--- src/rtl/trap_csr_unit.sv ---
// Machine-mode trap commit stage: owns mstatus/mtvec/mepc/mcause/mtval and issues fetch redirects.
// Optional macro TRAP_VECTORED_EN enables vectored trap mode (mtvec[1:0] == 1).
module trap_csr_unit #(
  parameter logic [31:0] MTVEC_RESET = 32'h0000_0100
) (
  input  logic        clk,
  input  logic        reset,
  input  logic        trap_valid_i,
  input  logic [31:0] trap_cause_i,
  input  logic [31:0] trap_value_i,
  input  logic [31:0] trap_pc_i,
  input  logic        mret_valid_i,
  output logic        req_ready_o,
  input  logic        csr_we_i,
  input  logic [11:0] csr_addr_i,
  input  logic [31:0] csr_wdata_i,
  output logic [31:0] csr_rdata_o,
  output logic        redirect_valid_o,
  output logic [31:0] redirect_pc_o,
  output logic [31:0] mstatus_o,
  output logic [31:0] trap_base_o,
  output logic [1:0]  trap_mode_o
);

  localparam logic [11:0] CsrMstatus = 12'h300;
  localparam logic [11:0] CsrMtvec   = 12'h305;
  localparam logic [11:0] CsrMepc    = 12'h341;
  localparam logic [11:0] CsrMcause  = 12'h342;
  localparam logic [11:0] CsrMtval   = 12'h343;

  typedef enum logic [1:0] {
    StIdle,
    StTrapSave,
    StMretRestore,
    StRedirect
  } state_e;

  state_e      state_q, state_d;
  logic        mie_q, mie_d;
  logic        mpie_q, mpie_d;
  logic [31:0] mepc_q, mepc_d;
  logic [31:0] mcause_q, mcause_d;
  logic [31:0] mtval_q, mtval_d;
  logic [29:0] mtvec_base_q, mtvec_base_d;
  logic [31:0] cap_cause_q, cap_cause_d;
  logic [31:0] cap_value_q, cap_value_d;
  logic [29:0] cap_pc_q, cap_pc_d;
  logic [31:0] redirect_pc_q, redirect_pc_d;
  logic [1:0]  mtvec_mode;
  logic [31:0] trap_base;
  logic [31:0] trap_target;
  logic [31:0] mstatus;

  // The faulting PC is stored word-aligned, so its low bits never matter.
  logic unused_pc_lsb;
  assign unused_pc_lsb = ^trap_pc_i[1:0];

`ifdef TRAP_VECTORED_EN
  logic [1:0] mtvec_mode_q, mtvec_mode_d;
  assign mtvec_mode = mtvec_mode_q;
`else
  assign mtvec_mode = 2'b00;
`endif

  assign trap_base = {mtvec_base_q, 2'b00};
  assign mstatus   = {19'b0, 2'b11, 3'b0, mpie_q, 3'b0, mie_q, 3'b0};

  always_comb begin
    trap_target = trap_base;
`ifdef TRAP_VECTORED_EN
    if (mtvec_mode == 2'b01 && cap_cause_q[31]) begin
      trap_target = trap_base + {25'b0, cap_cause_q[4:0], 2'b00};
    end
`endif
  end

  always_comb begin
    state_d       = state_q;
    mie_d         = mie_q;
    mpie_d        = mpie_q;
    mepc_d        = mepc_q;
    mcause_d      = mcause_q;
    mtval_d       = mtval_q;
    mtvec_base_d  = mtvec_base_q;
    cap_cause_d   = cap_cause_q;
    cap_value_d   = cap_value_q;
    cap_pc_d      = cap_pc_q;
    redirect_pc_d = redirect_pc_q;
`ifdef TRAP_VECTORED_EN
    mtvec_mode_d  = mtvec_mode_q;
`endif

    case (state_q)
      StIdle: begin
        if (trap_valid_i) begin
          cap_cause_d = trap_cause_i;
          cap_value_d = trap_value_i;
          cap_pc_d    = trap_pc_i[31:2];
          state_d     = StTrapSave;
        end else if (mret_valid_i) begin
          state_d = StMretRestore;
        end else if (csr_we_i) begin
          case (csr_addr_i)
            CsrMstatus: begin
              mie_d  = csr_wdata_i[3];
              mpie_d = csr_wdata_i[7];
            end
            CsrMtvec: begin
              mtvec_base_d = csr_wdata_i[31:2];
`ifdef TRAP_VECTORED_EN
              // WARL: only direct (0) and vectored (1) are legal modes.
              mtvec_mode_d = (csr_wdata_i[1:0] == 2'b01) ? 2'b01 : 2'b00;
`endif
            end
            CsrMepc:   mepc_d   = {csr_wdata_i[31:2], 2'b00};
            CsrMcause: mcause_d = csr_wdata_i;
            CsrMtval:  mtval_d  = csr_wdata_i;
            default: ;
          endcase
        end
      end
      StTrapSave: begin
        mepc_d        = {cap_pc_q, 2'b00};
        mcause_d      = cap_cause_q;
        mtval_d       = cap_value_q;
        mpie_d        = mie_q;
        mie_d         = 1'b0;
        redirect_pc_d = trap_target;
        state_d       = StRedirect;
      end
      StMretRestore: begin
        mie_d         = mpie_q;
        mpie_d        = 1'b1;
        redirect_pc_d = mepc_q;
        state_d       = StRedirect;
      end
      StRedirect: state_d = StIdle;
      default:    state_d = StIdle;
    endcase
  end

  always_ff @(posedge clk) begin
    if (!reset) begin
      state_q       <= StIdle;
      mie_q         <= 1'b0;
      mpie_q        <= 1'b0;
      mepc_q        <= 32'h0;
      mcause_q      <= 32'h0;
      mtval_q       <= 32'h0;
      mtvec_base_q  <= MTVEC_RESET[31:2];
      cap_cause_q   <= 32'h0;
      cap_value_q   <= 32'h0;
      cap_pc_q      <= 30'h0;
      redirect_pc_q <= 32'h0;
`ifdef TRAP_VECTORED_EN
      mtvec_mode_q  <= MTVEC_RESET[1:0];
`endif
    end else begin
      state_q       <= state_d;
      mie_q         <= mie_d;
      mpie_q        <= mpie_d;
      mepc_q        <= mepc_d;
      mcause_q      <= mcause_d;
      mtval_q       <= mtval_d;
      mtvec_base_q  <= mtvec_base_d;
      cap_cause_q   <= cap_cause_d;
      cap_value_q   <= cap_value_d;
      cap_pc_q      <= cap_pc_d;
      redirect_pc_q <= redirect_pc_d;
`ifdef TRAP_VECTORED_EN
      mtvec_mode_q  <= mtvec_mode_d;
`endif
    end
  end

  // Reads show pre-write state; a same-cycle write lands on the next edge.
  always_comb begin
    csr_rdata_o = 32'h0;
    case (csr_addr_i)
      CsrMstatus: csr_rdata_o = mstatus;
      CsrMtvec:   csr_rdata_o = {mtvec_base_q, mtvec_mode};
      CsrMepc:    csr_rdata_o = mepc_q;
      CsrMcause:  csr_rdata_o = mcause_q;
      CsrMtval:   csr_rdata_o = mtval_q;
      default:    csr_rdata_o = 32'h0;
    endcase
  end

  assign req_ready_o      = (state_q == StIdle);
  assign redirect_valid_o = (state_q == StRedirect);
  assign redirect_pc_o    = redirect_pc_q;
  assign mstatus_o        = mstatus;
  assign trap_base_o      = trap_base;
  assign trap_mode_o      = mtvec_mode;

endmodule

--- config.mk ---
export PLATFORM = sky130hd
export DESIGN_NAME = trap_csr_unit
export DESIGN_NICKNAME = d
export VERILOG_FILES = /design/src/rtl/trap_csr_unit.sv
export SDC_FILE = /design/constraint.sdc
export NUM_CORES = 1
export LEC_CHECK = 0
export CAP_MARGIN = 20
export CORE_MARGIN = 8
export CORE_UTILIZATION = 51
export CTS_BUF_LIST = sky130_fd_sc_hd__clkbuf_2
export DETAILED_ROUTE_END_ITERATION = 6
export GPL_TIMING_DRIVEN = 0
export PLACE_DENSITY = 0.94
export SLEW_MARGIN = 20
export SYNTH_ARGS = -nofsm -noshare
export SYNTH_HDL_FRONTEND = slang
export SYNTH_SLANG_ARGS = --single-unit
export TNS_END_PERCENT = 1
--- constraint.sdc ---
create_clock -name clk -period 2.5 [get_ports clk]
set_input_delay 0.25 -clock clk [delete_from_list [all_inputs] [get_ports clk]]
set_output_delay 0.25 -clock clk [all_outputs]
set_load 0.005 [all_outputs]
==> metrics.md, run 1 <==
| Metric | Value |
|---|---|
| Synth warn | `0` |
| Predominant post-synthesis flop cell | `dfxtp_1` |
| Fmax | `0.3816 GHz` |
| Worst-Margin Slew | `about 0.9 ns` |
| Fin util | `73.84%` |
| Part of the power in the clock network | `between 20% and 30%` |
| R2r worst-path depth | `8` |
| Final setup margin | `-0.1208 ns` |
| CP Class | `in2out` |
| Leakage power | `slightly above 6 nW` |
| Slowest CP cell | `or3_4` |
| DR iter-0 viols | `between 1500 and 2000` |
| Die Wd | `164.6 um` |
| Sink Count | `between 200 and 300` |
| H-tree level count | `2` |
| Clk root buf | `clkbuf_2` |
| WL/cell | `roughly 22 um` |
| Fin crit share | `104.8%` |
| Worst hold start | `csr_wdata_i[8]` |
| Status | `finished with violations` |
| Fin nets | `a little under 2000` |
| Die height | `164.6 um` |
| Post-synthesis register bit count | `around 250` |
| Critical Path RT | `roughly 2.3 ns` |
| Pre-CTS setup slack | `-1.119 ns` |
| Failing checks | `design-rule violations, negative setup slack` |
| Area Growth Syn to Fin | `42.63%` |
| Maximum Capacitance Violations | `0` |
| CTS tree | `done` |
| Count of final setup violators | `34` |
| Synth Area per Inst | `around 8.3 um^2` |
| Final TNS setup | `-1.811 ns` |
| CP startpoint kind | `input pin` |
| GRT Util Overall | `between 30% and 40%` |
| Initial antenna violation count | `4` |
| Detailed placement HPWL | `32010 um` |
| Max-Slew Margin vs Limit | `around two fifths` |
| Switching pwr | `5.030 mW` |
| CP Capture Type | `output port` |
| Die area | `about 27000 um^2` |
| Int Pwr | `7.577 mW` |
| Worst path cell trace | `clkdlybuf4s50_1 > or3_4 > buf_4 > nor4_4 > buf_4 > buf_4 > a22oi_1 > o21ai_0 > clkdlybuf4s15_1` |
| Register share of total power | `41.6%` |
| Layout Skew | `0.05086 ns` |
| Max Slew Vio Count | `0` |
| Power per cell area | `784.7 nW/um^2` |
| Worst Hold End | `mtvec_base_q[6]$_SDFFE_PN1P_` |
| Worst hold-check path type | `in2reg` |
| Post-synth EDFFs | `0` |
| Comb pwr share | `37.1%` |
| Worst reg2reg endpoint | `mepc_q[23]$_SDFFE_PN0P_` |
| Starting density of the core | `51.77%` |
| # IOs | `277` |
| Critical path's most frequent cell | `buf_4` |
| Worst-skew pair later-pin latency | `a little under 0.9 ns` |
| DRT Wirelength | `approximately 47000 um` |
| Vias in the first global route | `around 13000` |
| IO buf count | `between 200 and 250` |
| TritonRoute pass-1 iters | `7` |
| Worst EP arrival | `about 2.4 ns` |
| Core ar. | `approximately 22000 um^2` |
| Seq/Total Area, Yosys | `between 40% and 50%` |
| Switching fraction of total power | `39.90%` |
| Setup slack, reg-to-reg | `-0.06 ns` |
| DR DRC count | `17` |
| Mapped Cells | `roughly 1300` |
| Total number of vias | `12930` |
| Crit Reg-Reg Startpoint | `state_q[1]$_SDFFE_PN0P_` |
| Placement Rows | `between 50 and 60` |
| Most frequent cells in the layout | `a21oi_1 (287), dfxtp_1 (252), nand2_1 (250)` |
| Hold depth | `3` |
| GPL Wtd Cong | `around 0.95` |
| RSZ-0062 raised after global routing | `true` |
| Synthesized cell area | `between 10000 and 15000 um^2` |
| Ys async rst share | `0%` |
| Layout cells sized above 1 | `14.12%` |
| Peak VDD IR | `between 0.3 and 0.4 mV` |
| Slowest cell delay on critical path | `0.46 ns` |
| Post-layout min period | `about 2.6 ns` |
| Clock transition at path regs | `0.11 ns` |
| Netlist cell types | `45` |
| GRT Residual Overflow | `0` |
| First-pass GRT wire length | `68020 um` |
| Fill cell count | `~1500` |
| DR vias/cell | `6.041` |
| CTS Buf Count | `60` |
| CP Max Fanout | `6` |
| Commonest non-fill, non-tap cell in the layout | `a21oi_1` |
| Largest net degree at the start of global routing | `16` |
| Hold Fails Final Rpt | `0` |
| DRT antenna net count | `0` |
| CTS Buffer Depth | `3` |
[synth_stat cells, types with 4 or more instances]
library cell | number | share of area [%]
a211oi_1 | 126 | 8.4
nor2b_1 | 32 | 1.8
dfxtp_1 | 252 | 45
o22ai_1 | 4 | 0.22
nand2_1 | 250 | 8.3
nor2_1 | 42 | 1.4
a21oi_1 | 287 | 13
buf_4 | 40 | 2.7
o21ai_0 | 25 | 1.1
mux2i_1 | 93 | 8.3
a22oi_1 | 28 | 1.9
ha_1 | 5 | 0.56
clkbuf_1 | 88 | 2.9
buf_2 | 22 | 0.98
buf_1 | 10 | 0.33
[critical path: cells and delay by family]
kind / cells / cell delay, ns
and+or+nand+nor: 2 / 0.66
AOI/OAI and AO/OA: 2 / 0.24
buffers and inverters: 5 / 1.22
[cell families (layout without fill, tap and decap cells)]
logic type	count (synthesis)	in the layout	share of synthesized area (%)
flip-flops	252	252	44.79
other	2	41	0.06668
adder cells (fa/ha/maj)	5	5	0.5554
AND/OR/NAND/NOR	346	346	13.07
buffers and inverters	167	640	7.443
AO/OA/AOI/OAI	483	483	25.71
multiplexers	94	94	8.365
[final cells by class]
type | count | area, um^2 | share of cell area (%)
antenna | 5 | 12.51 | 0.07788
buffer | 160 | 894.6 | 5.569
clock buffer | 86 | 430.4 | 2.679
clock inverter | 27 | 105.1 | 0.6542
inverter | 4 | 15.01 | 0.09346
multi-input combinational | 964 | 5699 | 35.48
sequential | 252 | 5045 | 31.40
tap | 280 | 350.3 | 2.181
timing repair buffer | 363 | 3513 | 21.87
[routing by layer]
layer  part of all wire [%]  track usage, %
met5                  0.028               0
met4                    7.6           20.68
met3                     13           9.048
met2                     46           52.44
met1                     34           36.52
[through the flow]
step | cell area (um^2) | power, mW | hold WS (ns) | std cells
after global routing | 16060 | 13.23 | 0.009537 | 2139
after global placement | 14100 | 9.439 | 0.4420 | 1899
final | 16070 | 12.61 | 0.008152 | 2141
after CTS | 15950 | 12.28 | 0.0006502 | 2127
after floorplan | 11390 | 7.825 | 0.3860 | 1383
after detailed placement | 14100 | 9.578 | 0.4467 | 1899
[state kept, by name (all words and copies together) (netlist names), 30 cells and up]
| register | count |
|---|---|
| cap_cause_q | 32 |
| cap_pc_q | 30 |
| cap_value_q | 32 |
| mcause_q | 32 |
| mepc_q | 30 |
| mtval_q | 32 |
| mtvec_base_q | 30 |
| redirect_pc_o | 30 |
[power groups by stage]
| stage | Combinational [mW] | Sequential [mW] | Clock [mW] |
|---|---|---|---|
| final | 4.68 | 5.25 | 2.68 |
| after global routing | 5.03 | 5.32 | 2.89 |
| after CTS | 4.47 | 5.20 | 2.60 |
| after detailed placement | 4.29 | 5.29 | 0 |
| after global placement | 4.18 | 5.26 | 0 |
| after floorplan | 2.66 | 5.17 | 0 |
[worst max path at each step]
stage | cells after the start | from | slack [ns] | end
after CTS | 11 | csr_addr_i[5] | -0.21 | csr_rdata_o[9]
final | 9 | csr_addr_i[7] | -0.12 | csr_rdata_o[23]
after detailed placement | 7 | csr_addr_i[6] | -1.12 | csr_rdata_o[18]
after global placement | 7 | csr_addr_i[6] | -1.12 | csr_rdata_o[18]
after global routing | 8 | state_q[0]$_SDFFE_PN0P_ | -0.16 | mepc_q[21]$_SDFFE_PN0P_
after floorplan | 8 | state_q[0]$_SDFFE_PN0P_ | 0.47 | mcause_q[13]$_SDFFE_PN0P_
[what timing repair did]
action                                 CTS  global route
cloned                                   2             0
setup endpoints to repair              172           150
setup buffers                            9             5
pin swaps                                3             2
hold buffers                           104             7
endpoints found under the hold margin  104             7
resized for setup                      178            50
(Power assumes the default switching activity.)
==> run 2, diff against run 1 <==
SLEW_MARGIN = default   (was 20)
==> results of run 2 <==
Same layout as run 1: the final DEF is identical, and so are final timing and power.
